$ cat src/rtl/mul_issuer_if.sv
// Core-side request/response bundle of the multiplier issuer.
//
// Handshake rule for both channels: a transfer happens on the rising clock
// edge where valid and ready are both 1. Once valid is raised, valid and its
// payload stay unchanged until that transfer. Ready may change freely and
// does not depend on valid.
interface mul_issuer_if #(
    parameter int TAG_W = 4
);
    logic             req_valid;
    logic             req_ready;
    logic             req_signed;
    logic [31:0]      req_x;
    logic [31:0]      req_y;
    logic [TAG_W-1:0] req_tag;

    logic             rsp_valid;
    logic             rsp_ready;
    logic [63:0]      rsp_result;
    logic [TAG_W-1:0] rsp_tag;
    logic             rsp_error;

    // Core side: issues requests, consumes responses
    modport master (
        output req_valid, req_signed, req_x, req_y, req_tag, rsp_ready,
        input  req_ready, rsp_valid, rsp_result, rsp_tag, rsp_error
    );

    // Issuer side: accepts requests, produces responses
    modport slave (
        input  req_valid, req_signed, req_x, req_y, req_tag, rsp_ready,
        output req_ready, rsp_valid, rsp_result, rsp_tag, rsp_error
    );
endinterface

$ cat src/rtl/mul_issuer.sv
// Initiator for the iterative multiplier. Requests are queued in a small
// FIFO; the head entry is run on the multiplier until complete (or a timeout),
// then answered on the response channel and popped when that response is taken.
module mul_issuer #(
    parameter int DEPTH       = 4,
    parameter int TAG_W       = 4,
    parameter int TIMEOUT_CYC = 64
) (
    input  logic        mul_clk,
    input  logic        resetn,
    mul_issuer_if.slave core,
    output logic        run,
    output logic        mul_signed,
    output logic [31:0] x,
    output logic [31:0] y,
    input  logic [63:0] result,
    input  logic        complete,
    output logic [1:0]  dbg_state
);

    localparam int PTR_W = $clog2(DEPTH);
    localparam int CNT_W = $clog2(TIMEOUT_CYC);

    typedef enum logic [1:0] {
        S_IDLE = 2'd0,
        S_RUN  = 2'd1,
        S_RESP = 2'd2
    } state_t;

    typedef struct packed {
        logic             sgn;
        logic [31:0]      x;
        logic [31:0]      y;
        logic [TAG_W-1:0] tag;
    } entry_t;

    entry_t           mem_q [DEPTH];
    entry_t           mem_d [DEPTH];
    logic [PTR_W-1:0] wr_ptr_q, wr_ptr_d;
    logic [PTR_W-1:0] rd_ptr_q, rd_ptr_d;
    logic [PTR_W:0]   count_q, count_d;

    state_t           state_q, state_d;
    logic [CNT_W-1:0] tmo_cnt_q, tmo_cnt_d;
    logic             rsp_valid_q, rsp_valid_d;
    logic             rsp_error_q, rsp_error_d;
    logic [63:0]      rsp_result_q, rsp_result_d;
    logic [TAG_W-1:0] rsp_tag_q, rsp_tag_d;

    logic   fifo_empty;
    logic   fifo_full;
    logic   push;
    logic   pop;
    entry_t head;

    assign fifo_empty = (count_q == '0);
    assign fifo_full  = (count_q == (PTR_W + 1)'(DEPTH));
    assign push       = core.req_valid && core.req_ready;
    // The head leaves only once its response has been handed over
    assign pop        = (state_q == S_RESP) && core.rsp_ready;
    assign head       = fifo_empty ? '0 : mem_q[rd_ptr_q];

    assign core.req_ready  = resetn && !fifo_full;
    assign core.rsp_valid  = rsp_valid_q;
    assign core.rsp_error  = rsp_error_q;
    assign core.rsp_result = rsp_result_q;
    assign core.rsp_tag    = rsp_tag_q;

    // Operands come straight from the head, which cannot move while running
    assign run        = (state_q == S_RUN);
    assign mul_signed = head.sgn;
    assign x          = head.x;
    assign y          = head.y;
    assign dbg_state  = state_q;

    // FIFO next state: write at tail on push, advance head on pop
    always_comb begin
        mem_d    = mem_q;
        wr_ptr_d = wr_ptr_q;
        rd_ptr_d = rd_ptr_q;
        count_d  = count_q;
        if (push) begin
            mem_d[wr_ptr_q] = '{sgn: core.req_signed, x: core.req_x,
                                y: core.req_y, tag: core.req_tag};
            wr_ptr_d = wr_ptr_q + PTR_W'(1);
        end
        if (pop) begin
            rd_ptr_d = rd_ptr_q + PTR_W'(1);
        end
        case ({push, pop})
            2'b10:   count_d = count_q + (PTR_W + 1)'(1);
            2'b01:   count_d = count_q - (PTR_W + 1)'(1);
            default: count_d = count_q;
        endcase
    end

    // Issue FSM next state: start on non-empty, finish on complete or timeout
    always_comb begin
        state_d      = state_q;
        tmo_cnt_d    = tmo_cnt_q;
        rsp_valid_d  = rsp_valid_q;
        rsp_error_d  = rsp_error_q;
        rsp_result_d = rsp_result_q;
        rsp_tag_d    = rsp_tag_q;
        case (state_q)
            S_IDLE: begin
                if (!fifo_empty) begin
                    state_d   = S_RUN;
                    tmo_cnt_d = '0;
                end
            end
            S_RUN: begin
                // complete takes priority over a simultaneous timeout
                if (complete) begin
                    state_d      = S_RESP;
                    rsp_valid_d  = 1'b1;
                    rsp_error_d  = 1'b0;
                    rsp_result_d = result;
                    rsp_tag_d    = head.tag;
                end else if (tmo_cnt_q == CNT_W'(TIMEOUT_CYC - 1)) begin
                    state_d      = S_RESP;
                    rsp_valid_d  = 1'b1;
                    rsp_error_d  = 1'b1;
                    rsp_result_d = '0;
                    rsp_tag_d    = head.tag;
                end else begin
                    tmo_cnt_d = tmo_cnt_q + CNT_W'(1);
                end
            end
            S_RESP: begin
                if (core.rsp_ready) begin
                    state_d     = S_IDLE;
                    rsp_valid_d = 1'b0;
                end
            end
            default: begin
                state_d = S_IDLE;
            end
        endcase
    end

    // Control and response registers with synchronous active-low reset
    always_ff @(posedge mul_clk) begin
        if (!resetn) begin
            wr_ptr_q     <= '0;
            rd_ptr_q     <= '0;
            count_q      <= '0;
            state_q      <= S_IDLE;
            tmo_cnt_q    <= '0;
            rsp_valid_q  <= 1'b0;
            rsp_error_q  <= 1'b0;
            rsp_result_q <= '0;
            rsp_tag_q    <= '0;
        end else begin
            wr_ptr_q     <= wr_ptr_d;
            rd_ptr_q     <= rd_ptr_d;
            count_q      <= count_d;
            state_q      <= state_d;
            tmo_cnt_q    <= tmo_cnt_d;
            rsp_valid_q  <= rsp_valid_d;
            rsp_error_q  <= rsp_error_d;
            rsp_result_q <= rsp_result_d;
            rsp_tag_q    <= rsp_tag_d;
        end
    end

    // FIFO storage; contents are don't-care while the count says empty
    always_ff @(posedge mul_clk) begin
        mem_q <= mem_d;
    end

endmodule

$ cat src/flat_wrapper.sv
// flat-port wrapper written by rule: the top's interface ports become plain ports
module mul_issuer_flat 
#(
    parameter int DEPTH       = 4,
    parameter int TAG_W       = 4,
    parameter int TIMEOUT_CYC = 64
)
  (mul_clk, resetn, run, mul_signed, x, y, result, complete, dbg_state, core_req_valid, core_req_signed, core_req_x, core_req_y, core_req_tag, core_rsp_ready, core_req_ready, core_rsp_valid, core_rsp_result, core_rsp_tag, core_rsp_error);
  mul_issuer_if #(.TAG_W(TAG_W)) core_i ();
  input  logic mul_clk;
  input  logic resetn;
  output logic run;
  output logic mul_signed;
  output logic [31:0] x;
  output logic [31:0] y;
  input  logic [63:0] result;
  input  logic complete;
  output logic [1:0] dbg_state;
  input wire logic [$bits(core_i.req_valid)-1:0] core_req_valid;
  input wire logic [$bits(core_i.req_signed)-1:0] core_req_signed;
  input wire logic [$bits(core_i.req_x)-1:0] core_req_x;
  input wire logic [$bits(core_i.req_y)-1:0] core_req_y;
  input wire logic [$bits(core_i.req_tag)-1:0] core_req_tag;
  input wire logic [$bits(core_i.rsp_ready)-1:0] core_rsp_ready;
  output wire logic [$bits(core_i.req_ready)-1:0] core_req_ready;
  output wire logic [$bits(core_i.rsp_valid)-1:0] core_rsp_valid;
  output wire logic [$bits(core_i.rsp_result)-1:0] core_rsp_result;
  output wire logic [$bits(core_i.rsp_tag)-1:0] core_rsp_tag;
  output wire logic [$bits(core_i.rsp_error)-1:0] core_rsp_error;
  assign core_i.req_valid = core_req_valid;
  assign core_i.req_signed = core_req_signed;
  assign core_i.req_x = core_req_x;
  assign core_i.req_y = core_req_y;
  assign core_i.req_tag = core_req_tag;
  assign core_i.rsp_ready = core_rsp_ready;
  assign core_req_ready = core_i.req_ready;
  assign core_rsp_valid = core_i.rsp_valid;
  assign core_rsp_result = core_i.rsp_result;
  assign core_rsp_tag = core_i.rsp_tag;
  assign core_rsp_error = core_i.rsp_error;
  mul_issuer #(.DEPTH(DEPTH), .TAG_W(TAG_W), .TIMEOUT_CYC(TIMEOUT_CYC)) u_core (.mul_clk(mul_clk), .resetn(resetn), .core(core_i), .run(run), .mul_signed(mul_signed), .x(x), .y(y), .result(result), .complete(complete), .dbg_state(dbg_state));
endmodule
$ cat config.mk
export PLATFORM = sky130hd
export DESIGN_NAME = mul_issuer_flat
export DESIGN_NICKNAME = d
export VERILOG_FILES = /design/src/rtl/mul_issuer_if.sv /design/src/rtl/mul_issuer.sv /design/src/flat_wrapper.sv
export SDC_FILE = /design/constraint.sdc
export NUM_CORES = 1
export LEC_CHECK = 0
export CAP_MARGIN = 20
export CELL_PAD_IN_SITES_DETAIL_PLACEMENT = 1
export CELL_PAD_IN_SITES_GLOBAL_PLACEMENT = 2
export CORE_ASPECT_RATIO = 0.6
export CORE_UTILIZATION = 37
export DETAILED_ROUTE_END_ITERATION = 7
export PLACE_DENSITY_LB_ADDON = 0.12
export SLEW_MARGIN = 5
export SYNTH_ARGS = -nofsm -noshare
export SYNTH_HDL_FRONTEND = slang
export SYNTH_SLANG_ARGS = --single-unit
$ cat constraint.sdc
create_clock -name mul_clk -period 3.8 [get_ports mul_clk]
set_clock_uncertainty 0.2 [all_clocks]
set_input_delay 0.76 -clock mul_clk [delete_from_list [all_inputs] [get_ports mul_clk]]
set_output_delay 0.76 -clock mul_clk [all_outputs]
set_load 0.05 [all_outputs]
==> impl_results.md <==
* Status: completed
* Largest fanout on the critical path at 16
* Register Area at 9997 um2
* #FFs+latches synth at 361
* Share of cells above drive strength 1 at 18.37%
* Cts bufs inserted at 38
* Clk sink count at 361
* Placer Congestion at 0.7448
* P&R area growth vs syn at 28.42%
* Util after Layout at 48.61%
* First-pass GRT wire length at 51.32 mm
* Synth Cell Area at 14380 um2
* Global route total overflow at 0
* Clock root buffer: clkbuf_16
* Detailed Routing Iterations Pass 1 at 4
* Placed Area at 17270 um2
* Final antenna-violating net count at 0
* Cell at the slowest stage of the critical path: clkdlybuf4s50_1
* Critical path type: flip-flop to primary output
* Drt first-iter violations at 476
* Number of port buffers at 276
* Worst reg2reg setup slack at 1.25 ns
* DR WL/cell at 21.10 um
* Max-cap viol count at 0
* Top_reg_cell synth: edfxtp_1
* Post-synth EDFFs at 276
* WP data required at 2.84 ns
* Setup violations, final at 0
* Max IR drop VDD at 0.0003723 V
* Dpl ws at 0.5364 ns
* Initial Utilization at 37.86%
* Design area at 18470 um2
* Min Tclk post-route at 3.675 ns
* Hold worst-path end: u_core.core.rsp_valid$_SDFFE_PN0P_
* ANT cells at 0
* Dpl cells at 1541
* Clock edge transition at the registers on the reported setup and hold paths at 0.06 ns
* I/O pin count at 277
* Pin count of the biggest net entering global routing at 88
* HP Start: u_core.core.rsp_valid$_SDFFE_PN0P_
* CP startpoint kind: flip-flop
* Total power at 9.071 mW
* CP Cell Sequence: buf_12, mux4_2, and2_1, clkdlybuf4s50_1
* HP Class: flip-flop to flip-flop
* Core ar. at 37990 um2
* Sequential area share after synthesis at 69.47%
* Initial antenna violation count at 0
* Die width at 256.5 um
* Reg2reg end: u_core.count_q[2]$_SDFFE_PN0P_
* Fin cells at 1607
* Worst r2r src: u_core.count_q[2]$_SDFFE_PN0P_
* Vias in the first global route at 8267
* DRC at 0
* Syn nets at 987
* Final setup TNS at 0 ns
* Worst Hold Depth at 2
* Die Area at 39680 um2
* RSZ-0062 raised after global routing: false
* WP buf/inv at 2
* Max Fclk at 272.1 MHz
* Ys async rst share at 0%
* Fin Hold WS at 0.2795 ns
* Final number of max-transition violations at 0
* Max clock buf depth at 3
* Nets at 1213
* Worst-margin pin slew at 0.7750 ns
* PwrDens at 491.2 nW/um2
* CP max stage delay at 0.70 ns
* Detailed Place HPWL at 22.02 mm
* Period Utilization, post-route at 96.70%
* Final hold violations at 0
* CTS Hold Bufs at 0
* Cell variety after synth at 43
* Drt total wl at 33.90 mm
* Area of the multi-input gates at 3593 um2
* Row count at 55
* Worst setup margin at 0.1253 ns
* WP depth at 4
* Worst-skew pair later-pin latency at 0.52 ns
* Max-slew headroom at 48.33%
* H-tree level count at 2
* Die height at 154.7 um
* Leak at 6.056 nW
* Via count at 7796
* Worst EP arrival at 2.71 ns
* Via/cell ratio at 4.851
* Reg2reg path depth at 9
* CTS tree: yes
* Avg Inst Size Synth at 17.08 um2
* Critical path's top delay family: buffers and inverters
* Crit path capture type: primary output
* Fillers at 3669
* Gr usage total at 16.91%
* YS warnings at 0
* Syn Inst Count at 842
[synth_stat cells (2+ instances only)]
library cell	instances	share of area [%]
and2_1	75	3.3
o21ai_0	9	0.31
nand3b_1	2	0.10
nor2_1	3	0.078
a21oi_1	2	0.070
dfxtp_1	85	12
inv_1	10	0.26
buf_6	9	0.70
clkbuf_1	23	0.60
mux4_2	69	11
edfxtp_1	276	58
or3_1	3	0.13
buf_2	14	0.49
nor2b_1	65	2.8
nand2_1	14	0.37
a22oi_2	20	1.7
xnor2_1	4	0.24
a22oi_1	45	2.3
a21boi_0	4	0.21
ha_1	6	0.52
nand3_1	13	0.45
o22ai_1	2	0.087
buf_4	69	3.6
[what timing repair did]
item	CTS	global route
buffers inserted	0	0
setup endpoints to repair	16	9
resized for setup	1	9
[state kept, by name, indices dropped and copies added (netlist names)]
name / flops
u_core.wr_ptr_q: 2
u_core.mem_q: 276
u_core.dbg_state: 2
u_core.core.rsp_error: 1
u_core.core.rsp_result: 64
u_core.count_q: 3
u_core.core.rsp_tag: 4
u_core.core.rsp_valid: 1
u_core.rd_ptr_q: 2
u_core.tmo_cnt_q: 6
[cells in the final DEF (no fill, tap or decap), drive strengths merged, types with 4 or more instances in the layout]
| cell | netlist | final |
|---|---|---|
| edfxtp | 276 | 276 |
| clkdlybuf4s50 | 0 | 238 |
| dfxtp | 85 | 85 |
| and2 | 75 | 75 |
| mux4 | 69 | 69 |
| nor2b | 66 | 66 |
| a22oi | 65 | 65 |
| buf | 92 | 54 |
| clkbuf | 23 | 49 |
| nand2 | 14 | 14 |
| nand3 | 13 | 13 |
| inv | 10 | 12 |
| clkinv | 0 | 11 |
| o21ai | 10 | 10 |
| dlymetal6s2s | 0 | 9 |
| ha | 6 | 6 |
| xnor2 | 4 | 4 |
| a21boi | 4 | 4 |
[metal layers]
layer  GRT usage [%]  part of all wire (%)  up-vias
met5               0                     0        -
met4           3.997                   1.9        0
met3           3.114                   4.3       43
met2           26.78                    47      170
met1           24.21                    47     3982
li1                -                     -     3601
[layout make-up]
class	instances	share of cell area, %
Tap cell	513	3.476
Sequential cell	361	54.14
Multi-Input combinational cell	356	19.46
Clock buffer	49	5.488
Inverter	10	0.2033
Timing Repair Buffer	301	16.37
Clock inverter	17	0.8673
[worst max-delay path by stage]
stage,to,slack [ns],start
CTS,x[10],0.03,u_core.rd_ptr_q[0]$_SDFFE_PN0P_
finish,x[9],0.13,u_core.rd_ptr_q[0]$_SDFFE_PN0P_
floorplan,u_core.mem_q[0]$_DFFE_PP_,0.21,resetn
global placement,x[23],0.58,u_core.count_q[0]$_SDFFE_PN0P_
global route,x[0],0.005,u_core.rd_ptr_q[0]$_SDFFE_PN0P_
detailed placement,x[16],0.54,u_core.count_q[0]$_SDFFE_PN0P_
[worst reg2reg max path, cell delays in order, from the launching register on]
cell and delay, ns:
dfxtp_1 0.36, inv_1 0.07, o311a_1 0.48, inv_1 0.10, ha_1 0.17, inv_1 0.06, fa_1 0.43, xor2_1 0.16
or3_1 0.30, a21boi_0 0.15
[power breakdown]
part	switching [mW]	internal, mW	leakage (nW)
Sequential	0.0453	4.36	3.20
Clock	1.48	2.09	0.570
Combinational	0.661	0.444	2.29
Total	2.18	6.89	6.06
[kinds of logic (layout without fill, tap and decap cells)]
logic type | after synthesis | count (layout) | share of synthesized area [%]
muxes | 69 | 69 | 10.81
AOI/OAI and AO/OA | 92 | 92 | 5.403
buffers and inverters | 125 | 377 | 5.656
xor gates and xnor gates | 5 | 5 | 0.3045
DFF | 361 | 361 | 69.47
adders and majority gates | 7 | 7 | 0.6613
and+or+nand+nor | 183 | 183 | 7.700
(Power assumes the default switching activity.)
==> RTL change: new RTL, same flow settings <==
Put one more register stage on the output `dbg_state`. The value now appears one clock later. The other outputs are not delayed to match.
--- a/src/rtl/mul_issuer.sv
+++ b/src/rtl/mul_issuer.sv
@@ -71,7 +71,9 @@
     assign mul_signed = head.sgn;
     assign x          = head.x;
     assign y          = head.y;
-    assign dbg_state  = state_q;
+    always_ff @(posedge mul_clk) begin
+        dbg_state <= state_q;
+    end
 
     // FIFO next state: write at tail on push, advance head on pop
     always_comb begin
Function: changed (a bounded check fails within 4 cycles, from zero or initial values and one cycle with resetn low).
==> RTL change against the unedited design <==
  * Area after synthesis is 0.17% higher
  * Sequential cell count rose by 2
  * Wire length fell by 1.3%
  * Non-clock buffer count is 6 higher
  * Largest power group unchanged
  * Count of clock-buffer cells in the layout is 1 higher
  * Total power shrank 0.24%
  * Cell area grew 0.82%
  * Worst setup slack got worse by 0.0085 ns
  * Highest routed layer unchanged
==> RTL change: results (changes against the unedited design) <==
placed cells 1549 (was 1541); WL final 33500 µm (was 33900 µm); Reg2Reg Setup Slack 1.15 ns (was 1.25 ns); Tot GR Track Use 0.168 (was 0.169); initial antenna violation count 2 (was 0); register area share after synthesis 0.696 (was 0.695); crit path capture x[12] (was x[9]); Area after DPL 0.0174 mm² (was 0.0173 mm²); Slew HR 0.483 (about the same); asr flop ratio synth 0 (unchanged); syn_nets 989 (was 987); Post-synth EDFFs 276 (unchanged); vias in the first global route 8339 (was 8267); via count 7763 (was 7796); commonest cells in the netlist 276 x edfxtp_1, 131 x nor2b_1, 87 x dfxtp_1 (was 276 x edfxtp_1, 85 x dfxtp_1, 75 x and2_1); arrival time worst endpoint 2.72 ns (was 2.71 ns); clk root buf clkbuf_16 (unchanged); share of layout cells above drive strength 1 0.162 (was 0.184); post-synthesis cell type count 44 (was 43); Fillers 3650 (was 3669); routability cong. 0.721 (was 0.745); Post-CTS Setup Bufs 0 (unchanged); clk_lat worst skew slightly above 0.5 ns; final worst slack 0.117 ns (was 0.125 ns); Worst Setup SP u_core.rd_ptr_q[0]$_SDFFE_PN0P_ (unchanged); CP max FO 16 (unchanged); Top reg by flops u_core.mem_q (unchanged); H-tree levels 2 (unchanged); Hold Violations, Final 0 (unchanged); Peak VDD IR 0.290 mV (was 0.372 mV); Place WS 0.569 ns (was 0.536 ns); reg2reg start u_core.count_q[2]$_SDFFE_PN0P_ (unchanged); DR pass1 iterations 6 (was 4); Initial DRC Count 354 (was 476); Synth area leaders edfxtp_1 58%, dfxtp_1 12%, mux4_2 11% (unchanged); number of CTS-inserted buffers 37 (was 38); largest net degree at the start of global routing 85 (was 88); post-DP HPWL 21700 µm (was 22000 µm); post_cts resized 3 (was 1); first-pass GRT wire length 50900 µm (was 51300 µm); Synth Instances 844 (was 842); Lkg Pwr 6.01 nW (was 6.06 nW); clk buf depth 3 (unchanged); Worst Reg-to-Reg Cells 9 (unchanged); IO Port Bufs 276 (unchanged); outcome finished, final reports clean (unchanged); Non-Filler Instances 1617 (was 1607); final net count 1220 (was 1213); Synthesis Warnings 0 (unchanged); Critical R2R Capture u_core.count_q[2]$_SDFFE_PN0P_ (unchanged)
## RTL change: report_power, final
part	internal [mW]	switching, mW
Combinational	0.457	0.668
Clock	2.02	1.48
Sequential	4.38	0.0453
## RTL change: kinds of logic (layout without fill, tap and decap cells)
| kind of cell | after synthesis | count (layout) | synth area share |
|---|---|---|---|
| flops | 363 | 363 | 0.696 |
| xor+xnor | 5 | 5 | 0.00304 |
| mux | 69 | 69 | 0.108 |
| simple gates | 183 | 183 | 0.0769 |
| other cells | 0 | 2 | 0 |
| buf+inv | 125 | 383 | 0.0569 |
| compound gates | 92 | 92 | 0.0524 |
| fa+ha+maj | 7 | 7 | 0.00660 |
## RTL change: routing by layer
| metal | vias up | GRT usage | wire length, µm |
|---|---|---|---|
| li1 | 3619 | - | - |
| met3 | 41 | 0.0347 | 1320 |
| met4 | 0 | 0.0394 | 525 |
| met2 | 152 | 0.273 | 16200 |
| met1 | 3951 | 0.232 | 15400 |
| met5 | - | 0 | 0 |
## RTL change: cell type report
type                    count  area, µm²  share of cell area
multi-input cells         356       3570               0.192
clock buffers              50       1020              0.0546
diodes                      2       5.00            0.000269
inverters                  10       37.5             0.00202
repair buffers            307       3170               0.170
well taps                 513        642              0.0345
clock inverters            16        136             0.00733
flip-flops and latches    363      10000               0.539
## RTL change: worst min path at each step
stage          depth (start not counted)  slack [ns]                          startpoint                                  to
2_1_floorplan                          0        0.13      u_core.state_q[1]$_SDFFE_PN0P_         u_core.dbg_state[1]$_DFF_P_
3_3_place_gp                           2        0.26  u_core.core.rsp_valid$_SDFFE_PN0P_  u_core.core.rsp_valid$_SDFFE_PN0P_
3_5_place_dp                           2        0.26  u_core.core.rsp_valid$_SDFFE_PN0P_  u_core.core.rsp_valid$_SDFFE_PN0P_
4_1_cts                                2        0.27  u_core.core.rsp_valid$_SDFFE_PN0P_  u_core.core.rsp_valid$_SDFFE_PN0P_
5_1_grt                                2        0.32  u_core.core.rsp_valid$_SDFFE_PN0P_  u_core.core.rsp_valid$_SDFFE_PN0P_
6_report                               2        0.26  u_core.core.rsp_valid$_SDFFE_PN0P_  u_core.core.rsp_valid$_SDFFE_PN0P_
## RTL change: tightest hold or removal path, cell delays in order (launching register included)
cell and delay (ns):
dfxtp_1 0.31, nand2_1 0.05, a21boi_0 0.06
